--- config.mk ---
export PLATFORM = sky130hd
export DESIGN_NAME = binary_morph
export DESIGN_NICKNAME = d
export VERILOG_FILES = /design/src/rtl/binary_morph.sv
export SDC_FILE = /design/constraint.sdc
export NUM_CORES = 1
export LEC_CHECK = 0
export BUFFER_PORTS_ARGS = -buffer_cell sky130_fd_sc_hd__buf_2
export CAP_MARGIN = 20
export CORE_MARGIN = 8
export CORE_UTILIZATION = 40
export CTS_BUF_LIST = sky130_fd_sc_hd__clkbuf_4 sky130_fd_sc_hd__clkbuf_8 sky130_fd_sc_hd__clkbuf_16
export DETAILED_ROUTE_END_ITERATION = 16
export PLACE_DENSITY_LB_ADDON = 0.25
export SLEW_MARGIN = 20
export SYNTH_ARGS = -nofsm -noshare
export SYNTH_HDL_FRONTEND = slang
export SYNTH_SLANG_ARGS = --single-unit
--- constraint.sdc ---
create_clock -name clk -period 3.45 [get_ports clk]
set_input_delay 0.1725 -clock clk [delete_from_list [all_inputs] [get_ports clk]]
set_output_delay 0.1725 -clock clk [all_outputs]
set_load 0.03 [all_outputs]
--- src/rtl/binary_morph.sv ---
// Streaming binary dilation/erosion over a KxK window.
// Line buffer holds K-1 rows; outside-image taps are masked as neutral.
module binary_morph #(
   parameter int DATA_WIDTH  = 8,
   parameter int IMG_WIDTH   = 10,
   parameter int IMG_HEIGHT  = 4,
   parameter int KERNEL_SIZE = 3
) (
   input  logic                  clk,
   input  logic                  rst,
   input  logic [DATA_WIDTH-1:0] pixel_in,
   input  logic                  pixel_in_valid,
   output logic                  pixel_in_ready,
   input  logic                  mode,
   input  logic                  border_clear,
   output logic [DATA_WIDTH-1:0] pixel_out,
   output logic                  pixel_out_valid,
   output logic                  frame_done
);

   localparam int R  = (KERNEL_SIZE - 1) / 2;
   localparam int XW = $clog2(IMG_WIDTH);
   localparam int YW = $clog2(IMG_HEIGHT);
   localparam int NF = R * IMG_WIDTH + R;
   localparam int FW = $clog2(NF + 1);

   localparam logic [XW-1:0] X_LAST = XW'(IMG_WIDTH - 1);
   localparam logic [XW-1:0] X_R    = XW'(R);
   localparam logic [XW-1:0] X_HI   = XW'(IMG_WIDTH - R);
   localparam logic [YW-1:0] Y_LAST = YW'(IMG_HEIGHT - 1);
   localparam logic [YW-1:0] Y_R    = YW'(R);
   localparam logic [YW-1:0] Y_HI   = YW'(IMG_HEIGHT - R);
   localparam logic [FW-1:0] F_INIT = FW'(NF);

   typedef enum logic [1:0] {
      IDLE,
      RUN,
      FLUSH
   } state_t;

   state_t                  r_state;
   logic                    r_ready;
   logic [XW-1:0]           r_ix;
   logic [YW-1:0]           r_iy;
   logic [XW-1:0]           r_ox;
   logic [YW-1:0]           r_oy;
   logic [FW-1:0]           r_fcnt;
   logic                    r_mode;
   logic                    r_bclr;
   logic                    r_s1_valid;
   logic [XW-1:0]           r_s1_x;
   logic [YW-1:0]           r_s1_y;
   logic                    r_s1_last;
   logic [DATA_WIDTH-1:0]   r_out;
   logic                    r_out_valid;
   logic                    r_done;

   logic [KERNEL_SIZE-2:0]  r_lb  [IMG_WIDTH];
   logic [KERNEL_SIZE-1:0]  r_win [KERNEL_SIZE];

   logic                    w_acc;
   logic                    w_fstep;
   logic                    w_step;
   logic                    w_bit;
   logic                    w_primed;
   logic                    w_last_in;
   logic [KERNEL_SIZE-1:0]  w_col;
   logic [KERNEL_SIZE-1:0]  w_colok;
   logic [KERNEL_SIZE-1:0]  w_rowok;
   logic                    w_any;
   logic                    w_all;
   logic                    w_border;
   logic                    w_res;

   assign w_acc     = pixel_in_valid & r_ready;
   assign w_fstep   = (r_state == FLUSH) && (r_fcnt != '0);
   assign w_step    = w_acc | w_fstep;
   // Flush steps push zero columns; those rows lie below the image and are masked.
   assign w_bit     = w_acc & (|pixel_in);
   assign w_col     = {w_bit, r_lb[r_ix]};
   assign w_last_in = w_acc && (r_ix == X_LAST) && (r_iy == Y_LAST);
   assign w_primed  = (r_state == FLUSH) || (r_iy > Y_R)
                      || ((r_iy == Y_R) && (r_ix >= X_R));

   always_ff @(posedge clk) begin
      if (w_step) begin
         r_lb[r_ix] <= w_col[KERNEL_SIZE-1:1];
      end
   end

   always_ff @(posedge clk) begin
      if (w_step) begin
         for (int j = 0; j < KERNEL_SIZE - 1; j++) begin
            r_win[j] <= r_win[j+1];
         end
         r_win[KERNEL_SIZE-1] <= w_col;
      end
   end

   // Column j is offset j-R from the centre; row bit i is offset i-R.
   always_comb begin
      w_colok = '0;
      w_rowok = '0;
      w_any   = 1'b0;
      w_all   = 1'b1;
      for (int j = 0; j < KERNEL_SIZE; j++) begin
         w_colok[j] = (int'(r_s1_x) + j >= R)
                      && (int'(r_s1_x) + j < IMG_WIDTH + R);
         w_rowok[j] = (int'(r_s1_y) + j >= R)
                      && (int'(r_s1_y) + j < IMG_HEIGHT + R);
      end
      for (int j = 0; j < KERNEL_SIZE; j++) begin
         for (int i = 0; i < KERNEL_SIZE; i++) begin
            if (w_colok[j] && w_rowok[i]) begin
               w_any = w_any | r_win[j][i];
               w_all = w_all & r_win[j][i];
            end
         end
      end
   end

   assign w_border = (r_s1_x < X_R) || (r_s1_x >= X_HI)
                     || (r_s1_y < Y_R) || (r_s1_y >= Y_HI);
   assign w_res    = (r_bclr && w_border) ? 1'b0
                     : (r_mode ? w_all : w_any);

   always_ff @(posedge clk) begin
      if (rst) begin
         r_state     <= IDLE;
         r_ready     <= 1'b0;
         r_ix        <= '0;
         r_iy        <= '0;
         r_ox        <= '0;
         r_oy        <= '0;
         r_fcnt      <= '0;
         r_mode      <= 1'b0;
         r_bclr      <= 1'b0;
         r_s1_valid  <= 1'b0;
         r_s1_x      <= '0;
         r_s1_y      <= '0;
         r_s1_last   <= 1'b0;
         r_out       <= '0;
         r_out_valid <= 1'b0;
         r_done      <= 1'b0;
      end else begin
         if (w_step) begin
            if (r_ix == X_LAST) begin
               r_ix <= '0;
               r_iy <= (r_iy == Y_LAST) ? '0 : r_iy + 1'b1;
            end else begin
               r_ix <= r_ix + 1'b1;
            end
         end

         r_s1_valid <= w_step && w_primed;
         if (w_step && w_primed) begin
            r_s1_x    <= r_ox;
            r_s1_y    <= r_oy;
            r_s1_last <= (r_ox == X_LAST) && (r_oy == Y_LAST);
            if (r_ox == X_LAST) begin
               r_ox <= '0;
               r_oy <= (r_oy == Y_LAST) ? '0 : r_oy + 1'b1;
            end else begin
               r_ox <= r_ox + 1'b1;
            end
         end

         r_out_valid <= r_s1_valid;
         r_out       <= (r_s1_valid && w_res) ? '1 : '0;
         r_done      <= r_s1_valid && r_s1_last;

         unique case (r_state)
            IDLE: begin
               r_ready <= 1'b1;
               if (w_acc) begin
                  r_state <= RUN;
                  r_mode  <= mode;
                  r_bclr  <= border_clear;
               end
            end
            RUN: begin
               if (w_last_in) begin
                  r_state <= FLUSH;
                  r_ready <= 1'b0;
                  r_fcnt  <= F_INIT;
               end
            end
            FLUSH: begin
               if (w_fstep) begin
                  r_fcnt <= r_fcnt - 1'b1;
               end
               if (r_done) begin
                  r_state <= IDLE;
                  r_ready <= 1'b1;
                  r_ix    <= '0;
                  r_iy    <= '0;
               end
            end
            default: begin
               r_state <= IDLE;
            end
         endcase
      end
   end

   assign pixel_in_ready  = r_ready;
   assign pixel_out       = r_out;
   assign pixel_out_valid = r_out_valid;
   assign frame_done      = r_done;

endmodule

Yosys cells after proc, flatten, opt, wreduce, memory -nomap -nowiden

Memories as Yosys holds them, arrays and structs flattened. A register that Yosys moved wholly into a read port is not among the register bits.
Index checks and enable logic that the tools add are counted.

Bits in registers: 39
Latch bits: 0
Bits in writable memories: 29
Bits in read-only memories: 0
Bits of input ports: 13
Word-level logic and storage cells: 159
Memories: 2

Add/subtract/negate cells: 9
Multipliers: 0
Div/mod/pow operators: 0
Order comparisons: 18
Eq/ne operators: 11
Shift operators: 0
Multiplexer cells: 45
Bitwise logic cells: 19
Reductions and logical operators: 39

Memories:

| name  | depth | width | read ports | clocked after Yosys merged registers in | wr ports | RTL line | source |
|---|---|---|---|---|---|---|---|
| r_lb  | 10    | 2     | 1          | 1                                       | 1        | 58       | `logic [KERNEL_SIZE-2:0] r_lb [IMG_WIDTH];` |
| r_win | 3     | 3     | 3          | 0                                       | 3        | 59       | `logic [KERNEL_SIZE-1:0] r_win [KERNEL_SIZE];` |

Operator list:

| operator                                                            | count |
|---|---|
| greater-or-equal comparator 32 x 2 -> 1 bit (second input constant) | 4 |
| 2-to-1 mux 4 bit                                                    | 8 |
| logical AND 1 bit                                                   | 24 |
| 2-to-1 mux 1 bit                                                    | 24 |
| 2-to-1 mux 2 bit                                                    | 9 |
| bitwise AND 1 bit                                                   | 10 |
| < comparator 5 x 4 -> 1 bit (second input constant)                 | 2 |
| OR 1 bit                                                            | 9 |
| AND reduction 3 bit                                                 | 3 |
| adder 4 x 1 -> 4 bit (second input constant)                        | 2 |
| == test 4 bit (second input constant)                               | 2 |
| greater-or-equal comparator 4 x 1 -> 1 bit (second input constant)  | 2 |
| 2-to-1 mux 8 bit                                                    | 1 |
| inequality test 2 bit (second input constant)                       | 4 |
| case mux 4 bit (2 select lines)                                     | 1 |
| OR reduction 8 bit                                                  | 1 |
| == test 2 bit (second input constant)                               | 3 |
| < comparator 3 bit (second input constant)                          | 2 |
| case mux 2 bit (3 select lines)                                     | 1 |
| adder 4 x 1 -> 5 bit (second input constant)                        | 1 |
| adder 4 x 2 -> 5 bit (second input constant)                        | 1 |
| logical OR 1 bit                                                    | 5 |
| adder 2 x 1 -> 2 bit (second input constant)                        | 2 |
| == test 2 x 1 -> 1 bit (second input constant)                      | 2 |
| 17 further kinds                                                    | 18 |

Longest topological paths before layout

Depth after elaboration: 24
Gate-level depth with buffers: 8

Worst setup path after synthesis

Ideal clock, no wire load.

Kind: reg-to-reg
Start: register r_s1_x[2]
End: register r_out[6] (netlist: pixel_out[6])
Arrival: 1.722 ns
Data required time: 3.347 ns
Setup slack: 1.625 ns
Stages on the path, launching flop included: 9
Cell sequence: dfxtp_1 -> buf_2 -> inv_1 -> ha_1 -> a21o_1 -> a211oi_1 -> o2bb2ai_1 -> o211a_1 -> a2111oi_2

Cells in the longest elaborated chain, start to end: 24

RTL lines:

| what                                                                                 | RTL line | source |
|---|---|---|
| start, declared                                                                      | 51       | `logic [XW-1:0] r_s1_x;` |
| start signal, assigned                                                               | 157      | `r_s1_x <= r_ox;` |
| branches (longest 21 deep; another with greater-or-equal comparator 32 x 2 -> 1 bit) | -        |  |
| 2-to-1 mux 1 bit (*)                                                                 | 124      | `assign w_res = (r_bclr && w_border) ? 1'b0` |
| logical AND 1 bit (*)                                                                | 169      | `r_out <= (r_s1_valid && w_res) ? '1 : '0;` |
| 2-to-1 mux 8 bit (*)                                                                 | 169      |  |
| end signal, assigned                                                                 | 169      |  |
| end, declared                                                                        | 54       | `logic [DATA_WIDTH-1:0] r_out;` |

Mark *: on every way between the ends.
A chain may end at the register's enable or synchronous reset.

Worst setup path after layout

Start: register r_fcnt[0]
End: register r_ox[1]

Cells in the longest elaborated chain, start to end: 4

RTL lines:

| what                   | RTL line | source |
|---|---|---|
| start, declared        | 47       | `logic [FW-1:0] r_fcnt;` |
| start signal, assigned | 190      | `r_fcnt <= r_fcnt - 1'b1;` |
| nonzero test 4 bit     | 76       | `assign w_fstep = (r_state == FLUSH) && (r_fcnt != '0);` |
| logical AND 1 bit      | 76       |  |
| OR 1 bit               | 77       | `assign w_step = w_acc \| w_fstep;` |
| logical AND 1 bit      | 156      | `if (w_step && w_primed) begin` |
| end signal, assigned   | 164      | `r_ox <= r_ox + 1'b1;` |
| end, declared          | 45       | `logic [XW-1:0] r_ox;` |

No other way between the ends.

==> qor.csv <==
metric,value,unit
grt total ovfl,0,
hold buffers post-CTS,0,
post-cts resize count,0,
io pins,24,
TritonCTS clock tree,built,
Layout area overhead,9.92,%
Core Footprint,7610,um2
r2r setup slk,1.22,ns
Rows,32,
crit path launch type,flip-flop,
total power,0.00143,W
final setup violating endpoints,0,
layout cells sized above 1,0.176,
CP Class,reg -> reg,
detailed placer's ending HPWL,4050,um
Hold EP,r_mode,
chip height,104,um
clock buffer depth,2,
wire per inst,13.8,um
Synth Warn #,0,
die area,10800,um2
final worst path period share,0.645,
initial antenna violation count,0,
first-pass GRT wire length,9840,um
fill count,728,
clk_skew,0.00787,ns
DR iter-0 viols,128,
largest net degree at the start of global routing,26,
clk_lat worst skew,0.33,ns
worst-path maximum fanout,22,
Final Wtd Congestion,0.718,
min Tclk post-route,2.23,ns
power per cell area,420,nW/um2
Worst VDD drop,0.191,mV
post-route cell area,3400,um2
Layout Nets,330,
hold path start,mode,
Antenna Diode Count,0,
"top cells by count, synth","32 x dfxtp_1, 29 x edfxtp_1, 26 x nor2_1",
Yosys cell types,54,
Post-synth EDFFs,29,
"FF+latch count, synth",61,
setup_tns,0,ns
WP data required,3.71,ns
Rel. slew slack,0.373,
Least-Margin Pin Slew,0.940,ns
vias in the first global route,2072,
worst r2r path cells,7,
ANT nets after route,0,
DP Worst Slack,1.22,ns
postcts setup bufs,0,
"Top FF cell, synth",dfxtp_1,
hold path cells,3,
residual DRC count,0,
fraction of registers with async set/reset,0,
Max Fclk,449,MHz
"count leader, synth",dfxtp_1,
Total Wirelength,5660,um
r2r startpoint,r_fcnt[0],
min-delay worst type,in -> reg,
Pre-antenna DRT Iters,4,
leading area contributor after synthesis,edfxtp_1,
maxcap violations,0,
Mapped Nets,316,
H-tree Lvls,3,
status,"complete, no violations",
dpl cells,393,
clk root buf,clkbuf_8,
initial core utilization,0.406,
"Slew Viols, Final",0,
area share of the largest cell type after synthesis,0.282,
CTS Buf Count,9,
Area contributors post-synth,"edfxtp_1 28%, dfxtp_1 21%, ha_1 6.1%, mux2i_1 4.2%, a21oi_1 3.2%",
Cells after Synth,288,
CP Capture Type,flip-flop,
Clock Sinks,61,
Tot GR Track Use,0.111,
final setup margin,1.22,ns
clock slew at reported path FFs,0.07,ns
routed via count,2094,
Leak,1.32,nW
critical path arrival,2.49,ns
DR vias/cell,5.12,
number of port buffers,23,
RSZ-0062 raised after global routing,no,
"Hold Violations, Final",0,
width of the die,104,um
r2r endpoint,r_ox[1],
Finished Layout Cells,409,
Placed Area,3210,um2
Post-Synthesis Cell Area,3090,um2
syn avg cell area,10.7,um2
"Seq/Total Area, Yosys",0.489,
==> flip-flops by register name, summed over array words and instances, names as in the netlist, 2 cells and up <==
register and flops:
r_oy 2, r_state 2, r_ix 4, r_s1_y 2, r_s1_x 4, r_fcnt 4
r_iy 2, r_win 9, r_lb 20, r_ox 4
==> cells by family after synthesis <==
logic type | share of synthesized area
and+or+nand+nor | 0.157
DFF | 0.489
AOI/OAI and AO/OA | 0.141
buffers and inverters | 0.0599
muxes | 0.0749
adders and majority gates | 0.0607
xor gates and xnor gates | 0.0170
==> worst max-delay path by stage <==
stage	startpoint	cells after the start	end	slack (ns)
6_report	r_fcnt[0]	7	r_ox[1]	1.22
3_3_place_gp	r_fcnt[0]	6	r_lb[0][1]	1.28
3_5_place_dp	r_fcnt[0]	7	r_ox[1]	1.22
4_1_cts	r_fcnt[0]	7	r_ox[1]	1.20
5_1_grt	r_fcnt[0]	6	r_lb[0][0]	0.99
2_1_floorplan	r_s1_x[2]	8	pixel_out[6]	1.63
==> power breakdown <==
group	internal (W)	switching (W)	total, W
combinational	0.0000277	0.0000389	0.0000665
sequential	0.000772	0.0000113	0.000784
clock	0.000317	0.000259	0.000576
total	0.00112	0.000309	0.00143
==> critical path: stages, from the launching register on <==
cell and delay [ns]:
dfxtp_1 0.37, inv_1 0.08, ha_1 0.18, nor3b_1 0.16
o21ai_4 0.55, o211ai_1 0.32, or3_1 0.37, a21oi_1 0.12
==> cell type report <==
cell class	instances	area, um2	area share
Timing Repair Buffer	24	123	0.0361
Inverter	15	56.3	0.0166
Multi-Input combinational cell	191	1390	0.410
Clock inverter	4	21.3	0.00626
Clock buffer	12	164	0.0483
Sequential cell	61	1510	0.445
Tap cell	102	128	0.0376
==> metal layers <==
metal	global-route usage	wire length, um	vias to the layer above
met4	0.0589	118	0
met3	0.0304	238	10
met2	0.169	2560	45
li1	-	-	1066
met5	0	0	-
met1	0.141	2750	973
==> cells in the final DEF (no fill, tap or decap), types with 2 or more instances in the layout <==
| cell | Yosys | final |
|---|---|---|
| nand3_1 | 3 | 3 |
| o21ai_4 | 2 | 2 |
| a222oi_1 | 2 | 2 |
| a211oi_1 | 6 | 6 |
| a21o_1 | 3 | 3 |
| nor4_1 | 2 | 2 |
| o22ai_1 | 4 | 4 |
| a21oi_1 | 20 | 20 |
| nand2_1 | 17 | 17 |
| o211ai_1 | 2 | 2 |
| nand3b_1 | 2 | 2 |
| o21ai_0 | 4 | 4 |
| o211a_1 | 2 | 2 |
| mux2i_1 | 13 | 13 |
| xor2_1 | 6 | 6 |
| clkbuf_8 | 0 | 9 |
| nor2_1 | 26 | 26 |
| clkinv_2 | 0 | 3 |
| dfxtp_1 | 32 | 32 |
| inv_1 | 15 | 15 |
| o31ai_1 | 2 | 2 |
| and2b_1 | 2 | 2 |
| ha_1 | 15 | 15 |
| a31oi_1 | 2 | 2 |
| nor3b_1 | 3 | 3 |
| mux4_2 | 4 | 4 |
| buf_2 | 3 | 23 |
| nor3_1 | 10 | 10 |
| nand2_2 | 2 | 2 |
| nor2b_1 | 7 | 7 |
| o2111ai_1 | 2 | 2 |
| clkbuf_4 | 0 | 2 |
| or3_1 | 4 | 4 |
| nand2b_1 | 6 | 6 |
| edfxtp_1 | 29 | 29 |
==> through the flow <==
stage | hold slack [ns] | utilization
5_1_grt | 0.104 | 0.447
2_1_floorplan | 0.320 | -
6_report | 0.0956 | 0.447
3_5_place_dp | 0.429 | 0.422
4_1_cts | 0.0808 | 0.447
3_3_place_gp | 0.427 | 0.422
Note: power is estimated with default switching activity, not from simulation.
